===== src/rtl/alu_arbiter_pkg.sv =====
// Shared definitions for the ALU arbiter slice.
// Holds the FSM state encoding, datapath widths and the ALU_32 opcode
// constants ({Shift,Ainvert,Binvert,CarryIn,Op2,Op1,Op0}).
package alu_arbiter_pkg;

  localparam int DATA_W  = 32;
  localparam int SHAMT_W = 5;
  localparam int OP_W    = 7;

  typedef enum logic [1:0] {
    IDLE = 2'd0,
    EXEC = 2'd1,
    DONE = 2'd2
  } state_t;

  localparam logic [OP_W-1:0] OP_AND  = 7'b0000000;
  localparam logic [OP_W-1:0] OP_OR   = 7'b0000001;
  localparam logic [OP_W-1:0] OP_ADD  = 7'b0000010;
  localparam logic [OP_W-1:0] OP_SUB  = 7'b0001110;
  localparam logic [OP_W-1:0] OP_SLT  = 7'b0001111;
  localparam logic [OP_W-1:0] OP_NOR  = 7'b0011000;
  localparam logic [OP_W-1:0] OP_NAND = 7'b0011001;
  localparam logic [OP_W-1:0] OP_MUL  = 7'b0100000;
  localparam logic [OP_W-1:0] OP_SLL  = 7'b1000000;
  localparam logic [OP_W-1:0] OP_LOG2 = 7'b1100000;

endpackage


===== src/rtl/alu_arbiter_if.sv =====
// Requester-side bus of the ALU arbiter.
// master: the client side (drives req and packed operands, sees grant/done/result).
// slave : the arbiter side.
// Packing: requester i owns a_in/b_in[32i+31:32i], h_in[5i+4:5i], op_in[7i+6:7i].
interface alu_arbiter_if #(parameter int N = 4);

  logic [N-1:0]                        req;
  logic [alu_arbiter_pkg::DATA_W*N-1:0]  a_in;
  logic [alu_arbiter_pkg::DATA_W*N-1:0]  b_in;
  logic [alu_arbiter_pkg::SHAMT_W*N-1:0] h_in;
  logic [alu_arbiter_pkg::OP_W*N-1:0]    op_in;
  logic [N-1:0]                        grant;
  logic [N-1:0]                        done;
  logic [alu_arbiter_pkg::DATA_W-1:0]    result;
  logic                                zero;
  logic                                overflow;
  logic                                busy;

  modport master (
    output req, a_in, b_in, h_in, op_in,
    input  grant, done, result, zero, overflow, busy
  );

  modport slave (
    input  req, a_in, b_in, h_in, op_in,
    output grant, done, result, zero, overflow, busy
  );

endinterface


===== src/rtl/ALU_32.sv =====
// 32-bit combinational ALU shared by the arbiter.
// Ports: A, B operands; H shift amount; alu_op opcode;
//        Result, Zero (Result==0), Overflow (signed overflow of ADD/SUB/SLT).
// Unknown opcodes produce Result=0.
module ALU_32
  import alu_arbiter_pkg::*;
(
  input  logic [DATA_W-1:0]  A,
  input  logic [DATA_W-1:0]  B,
  input  logic [SHAMT_W-1:0] H,
  input  logic [OP_W-1:0]    alu_op,
  output logic [DATA_W-1:0]  Result,
  output logic               Zero,
  output logic               Overflow
);

  logic [DATA_W-1:0]  sum;
  logic [DATA_W-1:0]  diff;
  logic               add_ovf;
  logic               sub_ovf;
  logic [SHAMT_W-1:0] log2_val;

  always_comb begin
    sum      = A + B;
    diff     = A - B;
    add_ovf  = (A[DATA_W-1] == B[DATA_W-1]) && (sum[DATA_W-1] != A[DATA_W-1]);
    sub_ovf  = (A[DATA_W-1] != B[DATA_W-1]) && (diff[DATA_W-1] != A[DATA_W-1]);
    log2_val = '0;
    // Highest set bit of A; A==0 yields 0.
    for (int i = 0; i < DATA_W; i++) begin
      if (A[i]) log2_val = SHAMT_W'(i);
    end

    Result   = '0;
    Overflow = 1'b0;
    case (alu_op)
      OP_AND:  Result = A & B;
      OP_OR:   Result = A | B;
      OP_ADD:  begin Result = sum;  Overflow = add_ovf; end
      OP_SUB:  begin Result = diff; Overflow = sub_ovf; end
      // Sign of the difference corrected by overflow gives the true signed compare.
      OP_SLT:  begin Result = {{(DATA_W-1){1'b0}}, diff[DATA_W-1] ^ sub_ovf}; Overflow = sub_ovf; end
      OP_NOR:  Result = ~(A | B);
      OP_NAND: Result = ~(A & B);
      OP_MUL:  Result = A * B;
      OP_SLL:  Result = B << H;
      OP_LOG2: Result = {{(DATA_W-SHAMT_W){1'b0}}, log2_val};
      default: Result = '0;
    endcase
    Zero = (Result == '0);
  end

endmodule


===== src/rtl/alu_arbiter_rr_pick.sv =====
// Round-robin picker (combinational).
// Ports: req (N requests), pointer (first index to consider)
//        -> winner_oh (one-hot), winner_idx (binary), found (any request).
// Scan order is pointer, pointer+1, ... wrapping modulo N.
module alu_arbiter_rr_pick #(
  parameter int N  = 4,
  parameter int PW = 3
) (
  input  logic [N-1:0]  req,
  input  logic [PW-1:0] pointer,
  output logic [N-1:0]  winner_oh,
  output logic [PW-1:0] winner_idx,
  output logic          found
);

  localparam int CW = PW + 1;

  logic [CW-1:0] cand;

  always_comb begin
    found      = 1'b0;
    winner_idx = '0;
    cand       = '0;
    // Walk offsets from the farthest back to the nearest so the closest
    // asserted request to the pointer is the last (winning) assignment.
    for (int i = N - 1; i >= 0; i--) begin
      cand = {1'b0, pointer} + CW'(i);
      if (cand >= CW'(N)) cand = cand - CW'(N);
      for (int j = 0; j < N; j++) begin
        if (req[j] && (cand == CW'(j))) begin
          found      = 1'b1;
          winner_idx = PW'(j);
        end
      end
    end
  end

  for (genvar gi = 0; gi < N; gi++) begin : g_oh
    assign winner_oh[gi] = found && (winner_idx == PW'(gi));
  end

endmodule


===== src/rtl/alu_arbiter.sv =====
// Round-robin arbiter sharing one ALU_32 between N requesters.
// Ports: clk (rising edge), reset (asynchronous, active-low),
//        bus (alu_arbiter_if.slave: req/operands in, grant/done/result/zero/
//        overflow/busy out).
// Flow: IDLE picks a winner and latches its operands, EXEC captures the ALU
// outputs and pulses done, DONE releases the grant. One op per 3 cycles.
module alu_arbiter
  import alu_arbiter_pkg::*;
#(
  parameter int N  = 4,
  parameter int PW = 3
) (
  input  logic          clk,
  input  logic          reset,
  alu_arbiter_if.slave  bus
);

  localparam int CW = PW + 1;

  state_t             state_reg;
  logic [N-1:0]       grant_reg;
  logic [N-1:0]       done_reg;
  logic [DATA_W-1:0]  result_reg;
  logic               zero_reg;
  logic               overflow_reg;
  logic               busy_reg;
  logic [PW-1:0]      pointer_reg;
  logic [DATA_W-1:0]  a_reg;
  logic [DATA_W-1:0]  b_reg;
  logic [SHAMT_W-1:0] h_reg;
  logic [OP_W-1:0]    op_reg;

  logic [N-1:0]       winner_oh;
  logic [PW-1:0]      winner_idx;
  logic               found;
  logic [PW-1:0]      pointer_next;
  logic [CW-1:0]      ptr_inc;
  logic [DATA_W-1:0]  a_sel;
  logic [DATA_W-1:0]  b_sel;
  logic [SHAMT_W-1:0] h_sel;
  logic [OP_W-1:0]    op_sel;
  logic [DATA_W-1:0]  alu_result;
  logic               alu_zero;
  logic               alu_overflow;

  alu_arbiter_rr_pick #(.N(N), .PW(PW)) u_pick (
    .req        (bus.req),
    .pointer    (pointer_reg),
    .winner_oh  (winner_oh),
    .winner_idx (winner_idx),
    .found      (found)
  );

  // Operand mux driven by the one-hot winner.
  always_comb begin
    a_sel  = '0;
    b_sel  = '0;
    h_sel  = '0;
    op_sel = '0;
    for (int i = 0; i < N; i++) begin
      if (winner_oh[i]) begin
        a_sel  = bus.a_in[DATA_W*i +: DATA_W];
        b_sel  = bus.b_in[DATA_W*i +: DATA_W];
        h_sel  = bus.h_in[SHAMT_W*i +: SHAMT_W];
        op_sel = bus.op_in[OP_W*i +: OP_W];
      end
    end
  end

  always_comb begin
    ptr_inc      = {1'b0, winner_idx} + CW'(1);
    pointer_next = (ptr_inc >= CW'(N)) ? '0 : ptr_inc[PW-1:0];
  end

  ALU_32 u_alu (
    .A        (a_reg),
    .B        (b_reg),
    .H        (h_reg),
    .alu_op   (op_reg),
    .Result   (alu_result),
    .Zero     (alu_zero),
    .Overflow (alu_overflow)
  );

  always_ff @(posedge clk or negedge reset) begin
    if (!reset) begin
      state_reg    <= IDLE;
      grant_reg    <= '0;
      done_reg     <= '0;
      result_reg   <= '0;
      zero_reg     <= 1'b0;
      overflow_reg <= 1'b0;
      busy_reg     <= 1'b0;
      pointer_reg  <= '0;
      a_reg        <= '0;
      b_reg        <= '0;
      h_reg        <= '0;
      op_reg       <= '0;
    end else begin
      case (state_reg)
        IDLE: begin
          if (found) begin
            state_reg   <= EXEC;
            grant_reg   <= winner_oh;
            busy_reg    <= 1'b1;
            pointer_reg <= pointer_next;
            a_reg       <= a_sel;
            b_reg       <= b_sel;
            h_reg       <= h_sel;
            op_reg      <= op_sel;
          end
        end
        EXEC: begin
          state_reg    <= DONE;
          result_reg   <= alu_result;
          zero_reg     <= alu_zero;
          overflow_reg <= alu_overflow;
          done_reg     <= grant_reg;
        end
        DONE: begin
          // result/zero/overflow deliberately hold until the next capture.
          state_reg <= IDLE;
          grant_reg <= '0;
          done_reg  <= '0;
          busy_reg  <= 1'b0;
        end
        default: begin
          state_reg <= IDLE;
          grant_reg <= '0;
          done_reg  <= '0;
          busy_reg  <= 1'b0;
        end
      endcase
    end
  end

  assign bus.grant    = grant_reg;
  assign bus.done     = done_reg;
  assign bus.result   = result_reg;
  assign bus.zero     = zero_reg;
  assign bus.overflow = overflow_reg;
  assign bus.busy     = busy_reg;

endmodule


===== src/flat_wrapper.sv =====
// flat-port wrapper written by rule: the top's interface ports become plain ports
module alu_arbiter_flat import alu_arbiter_pkg::*;
#(
  parameter int N  = 4,
  parameter int PW = 3
)
  (clk, reset, bus_req, bus_a_in, bus_b_in, bus_h_in, bus_op_in, bus_grant, bus_done, bus_result, bus_zero, bus_overflow, bus_busy);
  alu_arbiter_if #(.N(N)) bus_i ();
  input  logic clk;
  input  logic reset;
  input wire logic [$bits(bus_i.req)-1:0] bus_req;
  input wire logic [$bits(bus_i.a_in)-1:0] bus_a_in;
  input wire logic [$bits(bus_i.b_in)-1:0] bus_b_in;
  input wire logic [$bits(bus_i.h_in)-1:0] bus_h_in;
  input wire logic [$bits(bus_i.op_in)-1:0] bus_op_in;
  output wire logic [$bits(bus_i.grant)-1:0] bus_grant;
  output wire logic [$bits(bus_i.done)-1:0] bus_done;
  output wire logic [$bits(bus_i.result)-1:0] bus_result;
  output wire logic [$bits(bus_i.zero)-1:0] bus_zero;
  output wire logic [$bits(bus_i.overflow)-1:0] bus_overflow;
  output wire logic [$bits(bus_i.busy)-1:0] bus_busy;
  assign bus_i.req = bus_req;
  assign bus_i.a_in = bus_a_in;
  assign bus_i.b_in = bus_b_in;
  assign bus_i.h_in = bus_h_in;
  assign bus_i.op_in = bus_op_in;
  assign bus_grant = bus_i.grant;
  assign bus_done = bus_i.done;
  assign bus_result = bus_i.result;
  assign bus_zero = bus_i.zero;
  assign bus_overflow = bus_i.overflow;
  assign bus_busy = bus_i.busy;
  alu_arbiter #(.N(N), .PW(PW)) u_core (.clk(clk), .reset(reset), .bus(bus_i));
endmodule

===== config.mk =====
export PLATFORM = sky130hd
export DESIGN_NAME = alu_arbiter_flat
export DESIGN_NICKNAME = d
export VERILOG_FILES = /design/src/rtl/alu_arbiter_pkg.sv /design/src/rtl/alu_arbiter_if.sv /design/src/rtl/ALU_32.sv /design/src/rtl/alu_arbiter_rr_pick.sv /design/src/rtl/alu_arbiter.sv /design/src/flat_wrapper.sv
export SDC_FILE = /design/constraint.sdc
export NUM_CORES = 2
export LEC_CHECK = 0
export BUFFER_PORTS_ARGS = -buffer_cell sky130_fd_sc_hd__buf_2
export CORE_UTILIZATION = 40
export CTS_CLUSTER_DIAMETER = 50
export CTS_CLUSTER_SIZE = 12
export DETAILED_ROUTE_END_ITERATION = 7
export SLEW_MARGIN = 10
export SYNTH_ARGS = -nofsm -noshare
export SYNTH_HDL_FRONTEND = slang
export SYNTH_SLANG_ARGS = --single-unit

===== constraint.sdc =====
create_clock -name clk -period 8.3 [get_ports clk]
set_input_delay 0.415 -clock clk [delete_from_list [all_inputs] [get_ports clk]]
set_output_delay 0.415 -clock clk [all_outputs]
set_load 0.01 [all_outputs]

==> summary.md <==
| Metric | Value |
|---|---|
| Status | `complete, no violations` |
| Post-Layout Cell Count | `5073` |
| CP Max Fanout | `9` |
| Register area | `0.003108 sq mm` |
| Initial Util | `40.55%` |
| Met2 wire length | `60460 microns` |
| Rows | `between 90 and 100` |
| R2r endpoint | `u_core.bus.zero` |
| F_max | `124.3 MHz` |
| Worst-path clk slew | `0.07 ns` |
| Die width | `274.2 microns` |
| Worst R2R Path Depth | `25` |
| Cell count of the worst hold path | `3` |
| Worst slew pin tran | `1.344 ns` |
| H-tree depth | `4` |
| Clock root buffer master | `clkbuf_16` |
| First-pass GRT wire length | `200500 microns` |
| Final nets | `5037` |
| Synth Register Bits | `between 100 and 150` |
| Final WL | `approximately 140000 microns` |
| Avg WL per Cell | `27.32 microns` |
| CP Capture Point | `u_core.bus.zero` |
| Initial antenna violation count | `10` |
| Top Ports | `353` |
| Critical Path Start | `u_core.a_reg[16]` |
| WP data arrival | `8.48 ns` |
| Multi-input logic area | `0.02362 sq mm` |
| Relative slew slack | `a little under a tenth` |
| Ys async rst share | `100.0%` |
| Via count | `30410` |
| Yosys cell types | `84` |
| Met3 wire length | `around 15000 microns` |
| Die H | `274.2 microns` |
| Skew final | `0.01922 ns` |
| Final Worst Setup Slack | `about 0.26 ns` |
| Post-synth EDFFs | `0` |
| Ys Warns | `0` |
| Crit. End Element | `flip-flop` |
| Fill count | `about 7400` |
| Die area | `around 0.075 sq mm` |
| Max Cap Viol | `0` |
| Synth Cell Area | `0.02964 sq mm` |
| Clock Path Buffers | `2` |
| Utilization after layout | `46.63%` |
| Post-synthesis sequential area ratio | `about a tenth` |
| Largest net degree at the start of global routing | `123` |
| Slew Viols, Final | `0` |
| Overall routing resource usage | `37.07%` |
| Synth Net Count | `about 4700` |
| Vias in the first global route | `29770` |
| R2R Setup Slk | `0.26 ns` |
| Syn Area/Cell | `approximately 7.9 sq um` |
| Overflow after GRT | `0` |
| Final Setup Violations | `0` |
| Core area | `0.07308 sq mm` |
| Post-Syn Instances | `~3800` |
| Cts bufs inserted | `17` |
| Share of post-route cells with drive strength above 1 | `16.49%` |
| Kind of critical path | `reg -> reg` |
| Tcrit/Tclk final | `96.90%` |
| Placed Cells incl. Taps | `~5000` |
| RD Place Congestion | `1.048` |
| Area grow syn2layout | `14.99%` |
| PortBufs | `352` |
| Top cells by area, synth | `fa_1 28%, dfrtp_1 10%, ha_1 9.5%, nor2_1 7.2%, inv_1 6.4%` |
| Post-DP HPWL | `approximately 110000 microns` |
| Worst-skew pair later-pin latency | `0.49 ns` |
| Hold WC Path Type | `in -> reg` |
| TritonCTS clock tree | `yes` |
| DR vias/cell | `5.993` |
| Area leader, netlist | `fa_1` |
| Commonest cells post-synth | `565 x nor2_1, 504 x inv_1, 411 x fa_1` |
| FF-to-FF Start | `u_core.a_reg[16]` |
| Met1 wire length | `53690 microns` |
| Setup TNS | `0 ns` |
| Top Layer Used | `met4` |
| RSZ-0062 raised after global routing | `no` |
| Pre-antenna DRT Iters | `6` |
| Pre-CTS setup slack | `0.2457 ns` |
| Hold Violations, Final | `0` |
| Crit path time final | `about 8.0 ns` |
| Post-synth top area share | `27.76%` |
| Clk sink count | `approximately 120` |
| Starting DRT DRC Count | `3306` |
| Post-route ant nets | `0` |
| Main flop type after synthesis | `dfrtp_1` |
| CP startpoint kind | `flip-flop` |
| Count leader, synth | `nor2_1` |
| WP data required | `8.73 ns` |
| Post-route DRC | `0` |
==> critical path, cell delays in order (launching register included) <==
cell      delay (ns)
dfrtp_1         0.38
inv_1           0.32
nor2_1          0.12
fa_1            0.54
inv_1           0.05
fa_1            0.45
fa_1            0.55
fa_1            0.56
inv_1           0.05
fa_1            0.49
inv_1           0.06
fa_1            0.53
inv_1           0.05
fa_1            0.54
fa_1            0.43
ha_1            0.37
a21o_1          0.18
a21o_1          0.17
a221o_1         0.39
o21bai_1        0.22
nand2_1         0.13
nand4b_1        0.12
nand4_1         0.14
or4_1           0.63
nor4b_2         0.31
a32o_2          0.20
==> worst min-delay path by stage <==
stage             startpoint  slack, ns                to
2_1_floorplan          reset       0.12   u_core.a_reg[0]
3_3_place_gp           reset       0.40   u_core.bus.busy
3_5_place_dp           reset       0.41   u_core.bus.busy
4_1_cts        bus_a_in[118]       0.18  u_core.a_reg[22]
5_1_grt        bus_a_in[118]       0.20  u_core.a_reg[22]
6_report       bus_b_in[102]       0.21   u_core.b_reg[6]
==> timing repair <==
| action | CTS | global route |
|---|---|---|
| endpoints found under the setup margin | 0 | 2 |
| buffers inserted | 0 | 7 |
| hold endpoints to repair | 30 | 0 |
| resized for setup | 0 | 6 |
| hold buffers | 1 | 0 |
==> cells by family after synthesis <==
| kind of cell | synth area share (%) |
|---|---|
| xor+xnor | 2.866 |
| flops | 10.47 |
| compound gates | 18.91 |
| simple gates | 16.39 |
| buf+inv | 10.01 |
| fa+ha+maj | 37.22 |
| mux | 4.133 |
==> routing by layer <==
| layer | vias to the layer above | track usage [%] |
|---|---|---|
| met5 | - | 0 |
| met4 | 0 | 22.54 |
| met3 | 416 | 9.318 |
| met2 | 1933 | 56.20 |
| met1 | 14880 | 47.45 |
| li1 | 13180 | - |
==> per-stage QoR <==
stage / hold WS [ns] / cell area (sq um)
2_1_floorplan: 0.1194 / 29640
3_3_place_gp: 0.4040 / 33400
3_5_place_dp: 0.4071 / 33400
4_1_cts: 0.1757 / 33980
5_1_grt: 0.2041 / 34080
6_report: 0.2129 / 34080
==> layout make-up <==
| cell class | instances | area share, % |
|---|---|---|
| Clock inverter | 13 | 0.3855 |
| Tap cell | 959 | 3.521 |
| Timing Repair Buffer | 577 | 10.54 |
| Inverter | 519 | 5.768 |
| Sequential cell | 124 | 9.120 |
| Antenna cell | 9 | 0.06608 |
| Multi-Input combinational cell | 2853 | 69.30 |
| Clock buffer | 19 | 1.300 |
==> layout by cell type (no fill, tap or decap), types with 8 or more instances in the layout <==
cell type | synthesis | routed
clkbuf_16 | 0 | 17
dfrtp_1 | 124 | 122
nor2_1 | 565 | 564
nand2_1 | 372 | 372
a21o_1 | 16 | 16
inv_1 | 504 | 500
or3_1 | 11 | 11
o21ai_0 | 196 | 196
a21oi_1 | 225 | 225
diode_2 | 0 | 9
o221ai_1 | 84 | 84
xnor2_1 | 74 | 74
fa_1 | 411 | 411
a31oi_1 | 18 | 18
mux4_2 | 8 | 8
buf_12 | 0 | 11
or2_2 | 14 | 14
buf_2 | 14 | 351
nor4_1 | 19 | 19
o31ai_1 | 15 | 15
nand4_1 | 22 | 22
ha_1 | 224 | 223
xor2_1 | 23 | 23
and2_1 | 10 | 10
o21a_1 | 12 | 12
o21bai_1 | 9 | 9
mux2i_1 | 83 | 83
o211ai_1 | 16 | 16
nor2b_1 | 19 | 18
nand2b_1 | 16 | 14
clkinv_1 | 14 | 12
buf_4 | 0 | 214
a211oi_1 | 30 | 30
a22oi_1 | 103 | 103
nand3_1 | 31 | 31
clkinvlp_4 | 0 | 8
o22ai_1 | 27 | 27
a211o_1 | 12 | 12
mux2_2 | 19 | 19
nor3_1 | 40 | 38
Power is left out: the tool's default activity adds up to more than one toggle a clock period on the data nets, which glitch-free logic cannot reach.
